<file path="config.mk">
export PLATFORM = sky130hd
export DESIGN_NAME = csr_wr_arbiter
export DESIGN_NICKNAME = d
export VERILOG_FILES = /design/src/rtl/csr_wr_arbiter.sv
export SDC_FILE = /design/constraint.sdc
export NUM_CORES = 1
export LEC_CHECK = 0
export CAP_MARGIN = 30
export CORE_MARGIN = 4
export CORE_UTILIZATION = 54
export CTS_CLUSTER_SIZE = 20
export DETAILED_ROUTE_END_ITERATION = 16
export GPL_TIMING_DRIVEN = 0
export PLACE_DENSITY_LB_ADDON = 0.15
export SETUP_SLACK_MARGIN = 0.05
export SKIP_CTS_REPAIR_TIMING = 1
export SYNTH_ARGS = -nofsm -noshare
export SYNTH_HDL_FRONTEND = slang
export SYNTH_SLANG_ARGS = --single-unit
</file>
<file path="constraint.sdc">
create_clock -name clk -period 3.9 [get_ports clk]
set_clock_uncertainty 0.05 [all_clocks]
set_input_delay 0.78 -clock clk [delete_from_list [all_inputs] [get_ports clk]]
set_output_delay 0.78 -clock clk [all_outputs]
set_load 0.05 [all_outputs]
</file>
<file path="src/rtl/csr_wr_arbiter.sv">
// CSR write-port arbiter: EXU writes (buffered in an in-order FIFO) share the csr_reg port with the CLINT sequencer.
// Optional `CSR_WARB_COALESCE_EN merges an EXU write into the youngest queued entry when the addresses match.
module csr_wr_arbiter #(
  parameter int unsigned ADDR_W     = 32,
  parameter int unsigned DATA_W     = 32,
  parameter int unsigned FIFO_DEPTH = 4
) (
  input  logic              clk,
  input  logic              rst_n,
  input  logic              exu_we_i,
  input  logic [ADDR_W-1:0] exu_waddr_i,
  input  logic [DATA_W-1:0] exu_wdata_i,
  output logic              exu_ready_o,
  input  logic              clint_req_i,
  input  logic              clint_busy_i,
  input  logic              clint_we_i,
  input  logic [ADDR_W-1:0] clint_waddr_i,
  input  logic [DATA_W-1:0] clint_wdata_i,
  output logic              clint_grant_o,
  input  logic              flush_i,
  output logic              csr_we_o,
  output logic [ADDR_W-1:0] csr_waddr_o,
  output logic [DATA_W-1:0] csr_wdata_o,
  output logic              stall_req_o,
  output logic              proto_err_o
);

  localparam int unsigned PTR_W = $clog2(FIFO_DEPTH);
  localparam int unsigned CNT_W = PTR_W + 1;

  localparam logic [1:0] IDLE  = 2'd0;
  localparam logic [1:0] DRAIN = 2'd1;
  localparam logic [1:0] GRANT = 2'd2;

  logic [1:0]        state_q, state_d;
  logic [ADDR_W-1:0] fifo_addr_q [FIFO_DEPTH];
  logic [DATA_W-1:0] fifo_data_q [FIFO_DEPTH];
  logic [PTR_W-1:0]  rd_ptr_q, wr_ptr_q;
  logic [CNT_W-1:0]  count_q;

  logic fifo_empty, fifo_full, pop_avail, coal_hit;
  logic exu_ready_c, push, pop, bypass, coal_wr;
  logic              issue_we;
  logic [ADDR_W-1:0] issue_addr;
  logic [DATA_W-1:0] issue_data;

  assign fifo_empty = (count_q == CNT_W'(0));
  assign fifo_full  = (count_q == CNT_W'(FIFO_DEPTH));
  assign pop_avail  = ~fifo_empty & (state_q != GRANT);

`ifdef CSR_WARB_COALESCE_EN
  logic [PTR_W-1:0] young_ptr;
  assign young_ptr = wr_ptr_q - PTR_W'(1);
  // The youngest entry is off-limits when it is also the head leaving this cycle.
  assign coal_hit  = exu_we_i & ~fifo_empty & (fifo_addr_q[young_ptr] == exu_waddr_i)
                     & ~(pop_avail & (count_q == CNT_W'(1)));
`else
  assign coal_hit  = 1'b0;
`endif

  always_ff @(posedge clk or negedge rst_n) begin
    if (!rst_n) state_q <= IDLE;
    else        state_q <= state_d;
  end

  // Next state, FIFO control and port ownership.
  always_comb begin
    state_d     = state_q;
    exu_ready_c = 1'b0;
    push        = 1'b0;
    pop         = 1'b0;
    bypass      = 1'b0;
    coal_wr     = 1'b0;
    case (state_q)
      IDLE: begin
        exu_ready_c = ~fifo_full | pop_avail;
        pop         = pop_avail & ~flush_i;
        if (exu_we_i && exu_ready_c && !flush_i) begin
          if (fifo_empty)    bypass  = 1'b1;
          else if (coal_hit) coal_wr = 1'b1;
          else               push    = 1'b1;
        end
        if (clint_req_i) state_d = (!fifo_empty || exu_we_i) ? DRAIN : GRANT;
      end
      DRAIN: begin
        pop = pop_avail & ~flush_i;
        if (flush_i || count_q <= CNT_W'(1)) state_d = GRANT;
      end
      GRANT: begin
        exu_ready_c = ~fifo_full | coal_hit;
        if (exu_we_i && !flush_i) begin
          if (coal_hit)        coal_wr = 1'b1;
          else if (!fifo_full) push    = 1'b1;
        end
        if (!clint_busy_i && !clint_req_i) state_d = IDLE;
      end
      default: state_d = IDLE;
    endcase
  end

  // Single write source per cycle.
  always_comb begin
    issue_we   = 1'b0;
    issue_addr = csr_waddr_o;
    issue_data = csr_wdata_o;
    if (state_q == GRANT) begin
      if (clint_we_i) begin
        issue_we   = 1'b1;
        issue_addr = clint_waddr_i;
        issue_data = clint_wdata_i;
      end
    end else if (pop) begin
      issue_we   = 1'b1;
      issue_addr = fifo_addr_q[rd_ptr_q];
      issue_data = fifo_data_q[rd_ptr_q];
    end else if (bypass) begin
      issue_we   = 1'b1;
      issue_addr = exu_waddr_i;
      issue_data = exu_wdata_i;
    end
  end

  always_ff @(posedge clk or negedge rst_n) begin
    if (!rst_n) begin
      rd_ptr_q <= '0;
      wr_ptr_q <= '0;
      count_q  <= '0;
    end else if (flush_i) begin
      rd_ptr_q <= '0;
      wr_ptr_q <= '0;
      count_q  <= '0;
    end else begin
      if (push) wr_ptr_q <= wr_ptr_q + PTR_W'(1);
      if (pop)  rd_ptr_q <= rd_ptr_q + PTR_W'(1);
      case ({push, pop})
        2'b10:   count_q <= count_q + CNT_W'(1);
        2'b01:   count_q <= count_q - CNT_W'(1);
        default: count_q <= count_q;
      endcase
    end
  end

  // Storage needs no reset; occupancy is tracked by count_q.
  always_ff @(posedge clk) begin
    if (push) begin
      fifo_addr_q[wr_ptr_q] <= exu_waddr_i;
      fifo_data_q[wr_ptr_q] <= exu_wdata_i;
    end
`ifdef CSR_WARB_COALESCE_EN
    if (coal_wr) fifo_data_q[young_ptr] <= exu_wdata_i;
`endif
  end

  always_ff @(posedge clk or negedge rst_n) begin
    if (!rst_n) begin
      csr_we_o    <= 1'b0;
      csr_waddr_o <= '0;
      csr_wdata_o <= '0;
      proto_err_o <= 1'b0;
    end else begin
      csr_we_o    <= issue_we;
      csr_waddr_o <= issue_addr;
      csr_wdata_o <= issue_data;
      if (clint_we_i && state_q != GRANT) proto_err_o <= 1'b1;
    end
  end

  assign clint_grant_o = (state_q == GRANT);
  assign exu_ready_o   = exu_ready_c;
  assign stall_req_o   = exu_we_i & ~exu_ready_c;

endmodule

</file>
# ---- Yosys cells after proc, flatten, opt, wreduce, memory -nomap -nowiden
# Memories as Yosys holds them, arrays and structs flattened.
# Cells that the tools add are included.
dict set report totals {
  n_memories 2
  ram_bits 256
  inputBits 135
  out_inout_bits 69
  register_bits 75
  wordCells 88
}
# name words word_bits rd rd_ports_with_merged_regs wr line_no
set mem_list {}
lappend mem_list {fifo_addr_q 4 32 1 0 1 36} ;# logic [ADDR_W-1:0] fifo_addr_q [FIFO_DEPTH];
lappend mem_list {fifo_data_q 4 32 1 0 1 37} ;# logic [DATA_W-1:0] fifo_data_q [FIFO_DEPTH];
dict set report classes {
  bitwise 8
  n_reduce_logical 20
  mux 35
  eq_ne 10
  addsub 4
  magnitude_cmp 1
}
# operator n
set ops {}
lappend ops {{$mux 32} 8}
lappend ops {{$mux 2} 8}
lappend ops {{$mux 1} 14}
lappend ops {{$ne 2x2->1 const B} 4}
lappend ops {{$pmux 2 s3} 1}
lappend ops {{$pmux 3 s2} 1}
lappend ops {{$reduce_bool 3->1} 2}
lappend ops {{$logic_and 1x1->1} 5}
lappend ops {{$add 2x1->2 const B} 2}
lappend ops {{$eq 2x1->1 const B} 2}
lappend ops {{$eq 2x2->1 const B} 2}
lappend ops {{$logic_not 1->1} 4}
lappend ops {{$not 1->1} 4}
lappend ops {{$pmux 1 s2} 2}
lappend ops {{$reduce_bool 2->1} 2}
lappend ops {{$add 3x1->3 const B} 1}
lappend ops {{$and 1x1->1} 3}
lappend ops {{$eq 3x3->1 const B} 1}
lappend ops {{$le 3x1->1 const B} 1}
lappend ops {{$logic_not 3->1} 1}
lappend ops {{$mux 3} 1}
lappend ops {{$reduce_and 3->1} 1}
lappend ops {{$sub 3x1->3 const B} 1}
lappend ops {{$logic_not 2->1} 1}
lappend ops {{other kinds (5)} 6}

# ---- Depth between registers and ports, before layout
dict set report depth {
  ltp_word 11
  ltp_mapped 8
  ltp_nobuf 6
}

# ---- Worst setup path before layout
# No wires, ideal clock.
dict set report synth_timing {
  path_kind {in2reg}
  start {input exu_we_i}
  end {memory fifo_addr_q[0][0], enable pin}
  slack_ps 549
  setup_time_ps 429
  t_arrival_ps 2872
  stages 4
  n_path_buf 0
  path_cell_list {nand2b_1 -> a21oi_2 -> nor2b_1 -> and2_1}
}
dict set report synth_via {
  elab_chain_len 6
}
# item line_no
set synth_lines {}
lappend synth_lines {{start: declaration} 10} ;# input logic exu_we_i,
lappend synth_lines {{$logic_and 1x1->1 (2 in a row)} 78} ;# if (exu_we_i && exu_ready_c && !flush_i) begin
lappend synth_lines {{$mux 1} 78}
lappend synth_lines {{$pmux 1 s2 *} 74} ;# case (state_q)
lappend synth_lines {{$mux 1 *} 145} ;# if (push) begin
lappend synth_lines {{$mux 1 (not written as such) *} 146} ;# fifo_addr_q[wr_ptr_q] <= exu_waddr_i;
lappend synth_lines {{end: declaration} 36}
# Mark *: on every way between the ends. The rest lies on a longest branch, timed or not.

# ---- Final worst setup path
dict set report layout_timing {
  start {register count_q[0]}
  end {output exu_ready_o}
}
dict set report layout_via {
  elab_chain_len 5
}
# item line_no
set layout_lines {}
lappend layout_lines {{start: declaration} 39} ;# logic [CNT_W-1:0] count_q;
lappend layout_lines {{start signal: assignment} 136} ;# 2'b10: count_q <= count_q + CNT_W'(1);
lappend layout_lines {{start signal: assignment} 137} ;# 2'b01: count_q <= count_q - CNT_W'(1);
lappend layout_lines {{start signal: assignment} 138} ;# default: count_q <= count_q;
lappend layout_lines {{$logic_not 3->1} 47} ;# assign fifo_empty = (count_q == CNT_W'(0));
lappend layout_lines {{$not 1->1} 49} ;# assign pop_avail = ~fifo_empty & (state_q != GRANT);
lappend layout_lines {{$and 1x1->1} 49}
lappend layout_lines {{$or 1x1->1} 76} ;# exu_ready_c = ~fifo_full | pop_avail;
lappend layout_lines {{$pmux 1 s2 *} 74}
lappend layout_lines {{end: declaration} 13} ;# output logic exu_ready_o,
# Marked as above.

==> summary.md <==
| Metric | Value |
|---|---|
| Min Hold Slack | 143 ps |
| Netlist cell types | 39 |
| Number of flops mapped to enable cells by yosys | 256 |
| Clock Pin Slew Worst Setup and Hold Paths | 60 ps |
| Drt first pass iters | 7 |
| Final HPWL from detailed placement | 20,800 microns |
| Leakage power | 5.70 nW |
| Chip height | 166 microns |
| Post-Syn Nets | 926 |
| WL final | 31,900 microns |
| Slew Viols, Final | 0 |
| Final setup viols | 0 |
| Worst R2R Setup Slack | 1200 ps |
| Reg2reg end | fifo_addr_q[2][22]$_DFFE_PP_ |
| Clk sink count | 331 |
| Top_reg_cell synth | edfxtp_1 |
| CP endpoint kind | output pin |
| Largest net degree at the start of global routing | 54 |
| WL/cell | 23.2 microns |
| Critical Path AT | 2550 ps |
| Synth Warn # | 0 |
| GR Util All Layers | 23.0% |
| Vias in the first global route | 8,836 |
| Row cnt | 57 |
| # diodes | 0 |
| Final Cycle Share | 86.8% |
| Worst Hold Class | input pin to async pin |
| CP required | 3070 ps |
| CP Class | flop to output pin |
| CTS buffer count | 35 |
| Fin. Hold Viols | 0 |
| DRT iter0 DRCs | 673 |
| Clock buffer depth | 3 |
| Worst-skew pair later-pin latency | 510 ps |
| Mean cell area of the mapped netlist | 17.3 sq um |
| Yosys reg bits | 331 |
| Worst Reg-to-Reg Cells | 6 |
| Share of layout cells above drive strength 1 | 20.3% |
| CTS root buffer | clkbuf_16 |
| Asr flop ratio synth | 22.7% |
| CORE AREA | 24,500 sq um |
| First-pass GRT wire length | 50,400 microns |
| Vias per std cell | 5.93 |
| Via count | 8,172 |
| Placed Instances | 1,315 |
| Total power draw | 13.0 mW |
| Post-synthesis cell count | 783 |
| H-tree depth | 2 |
| Pwr dens | 756 nW/um^2 |
| Final net count | 1,171 |
| Fillers | 1,607 |
| TritonCTS clock tree | yes |
| Final instance area | 17,200 sq um |
| Worst-margin pin slew | 840 ps |
| I/O Buffers | 203 |
| Total gr overflow | 0 |
| Rel. slew slack | 44.0% |
| Initial core utilization | 55.3% |
| Status | complete, no violations |
| Setup crit start kind | flop |
| Final Instance Count excl. Fillers | 1,378 |
| Critical Path Source | count_q[0]$_DFFE_PN0P_ |
| RSZ-0062 raised after global routing | false |
| RePlAce Congestion | 0.785 |
| Register area share after synthesis | 70.7% |
| Area growth, synth to finish | 27.5% |
| Placed Area | 16,100 sq um |
| Cell Area, Synth | 13,500 sq um |
| ANT nets after route | 0 |
| Antenna violations before repair | 1 |
| Die footprint | 27,600 sq um |
| Die width | 166 microns |
| R2R Path Start | state_q[0]$_DFFE_PN0P_ |
| Minimum clock period | 3380 ps |
| Max cap viols | 0 |
| CP max FO | 7 |
| Peak VDD IR | 0.481 mV |
| DRC | 0 |
| Max Fclk | 0.296 GHz |
| I/O pins | 204 |
-- worst max-delay path by stage --
stage                                         to  slack (ps)  cells past startpoint
floorplan            fifo_addr_q[0][0]$_DFFE_PP_         550                      4
global placement     fifo_addr_q[1][6]$_DFFE_PP_       -1480                      5
detailed placement  fifo_addr_q[2][16]$_DFFE_PP_         450                      6
CTS                                  exu_ready_o         520                      4
global route                         stall_req_o         400                      5
finish                               exu_ready_o         520                      4
-- cell families (layout without fill, tap and decap cells) --
family	Yosys count	after routing	share of synthesized area, %
buffers and inverters	66	337	2.56
xor gates and xnor gates	5	5	0.426
adders and majority gates	8	8	0.740
DFF	331	331	70.7
AOI/OAI and AO/OA	143	143	9.13
and+or+nand+nor	165	165	5.67
muxes	65	65	10.7
-- critical path, stage by stage, from the launching register on --
cell and delay (ps):
dfrtp_1 420, inv_1 80, ha_1 290, a31oi_1 350, clkdlybuf4s50_1 890
-- layer usage --
metal  track usage (%)  vias up  share of wire, %
li1                  -     3645                 -
met1              32.1     4192                42
met2              38.5      288                50
met3              4.62       45               5.8
met4              5.12        2               1.7
met5                 0        -             0.025
-- sequential cells by signal, indices dropped and copies added (netlist names), 2 cells and up --
| signal | flops |
|---|---|
| rd_ptr_q | 2 |
| count_q | 3 |
| state_q | 2 |
| csr_wdata_o | 32 |
| fifo_data_q | 128 |
| fifo_addr_q | 128 |
| csr_waddr_o | 32 |
| wr_ptr_q | 2 |
-- power by group --
part	switching (mW)	internal, mW
Sequential	0.265	4.40
Clock	1.28	1.99
Combinational	3.08	2.02
-- synthesized netlist by cell type (2+ instances only) --
cell      number  share of area (%)
buf_1          7               0.19
inv_1          7               0.19
buf_4          5               0.28
ha_1           8               0.74
mux4_2        64                 11
nand3_1        2              0.074
nor3_1        64                2.4
a211oi_2      50                4.6
o22ai_1       65                3.0
nand2_1        5               0.14
buf_2         22               0.81
clkbuf_1      18               0.50
nand2b_1       3               0.14
nor2b_1        5               0.23
buf_6          7               0.58
xnor2_1        4               0.26
a211oi_1      14               0.78
nor2_1        74                2.1
edfxtp_1     256                 57
and2_1         4               0.19
a21oi_2        2               0.13
o21bai_1       2               0.11
a21oi_1        5               0.19
dfrtp_1       75                 14
-- per-stage QoR --
| step | setup WS (ps) | util, % | TNS, ps |
|---|---|---|---|
| floorplan | 549 | - | 0 |
| global placement | -1480 | 65.2 | -462960 |
| detailed placement | 448 | 65.8 | 0 |
| CTS | 519 | 70.5 | 0 |
| global route | 403 | 70.5 | 0 |
| finish | 516 | 70.5 | 0 |
-- cells in the final DEF, fill, tap and decap left out, drive strengths merged, types with 2 or more instances in the layout --
| cell type | count |
|---|---|
| edfxtp | 256 |
| clkdlybuf4s50 | 202 |
| dfrtp | 75 |
| nor2 | 75 |
| clkbuf | 73 |
| o22ai | 65 |
| nor3 | 65 |
| mux4 | 64 |
| a211oi | 64 |
| buf | 47 |
| ha | 8 |
| inv | 7 |
| a21oi | 7 |
| nor2b | 5 |
| nand2 | 5 |
| clkinv | 5 |
| xnor2 | 4 |
| and2 | 4 |
| nand2b | 3 |
| o21bai | 2 |
| nand3 | 2 |
| bufinv | 2 |
| or3b | 2 |
-- cell type report --
type,instances,area [sq um],area share (%)
sequential,331,9560,55.5
multi-input combinational,386,3620,21.0
timing repair buffer,208,2150,12.5
clock buffer,55,1050,6.11
tap,324,405,2.35
buffer,59,320,1.86
clock inverter,8,91.3,0.530
inverter,7,26.3,0.152
Power figures use the tool's default switching activity.
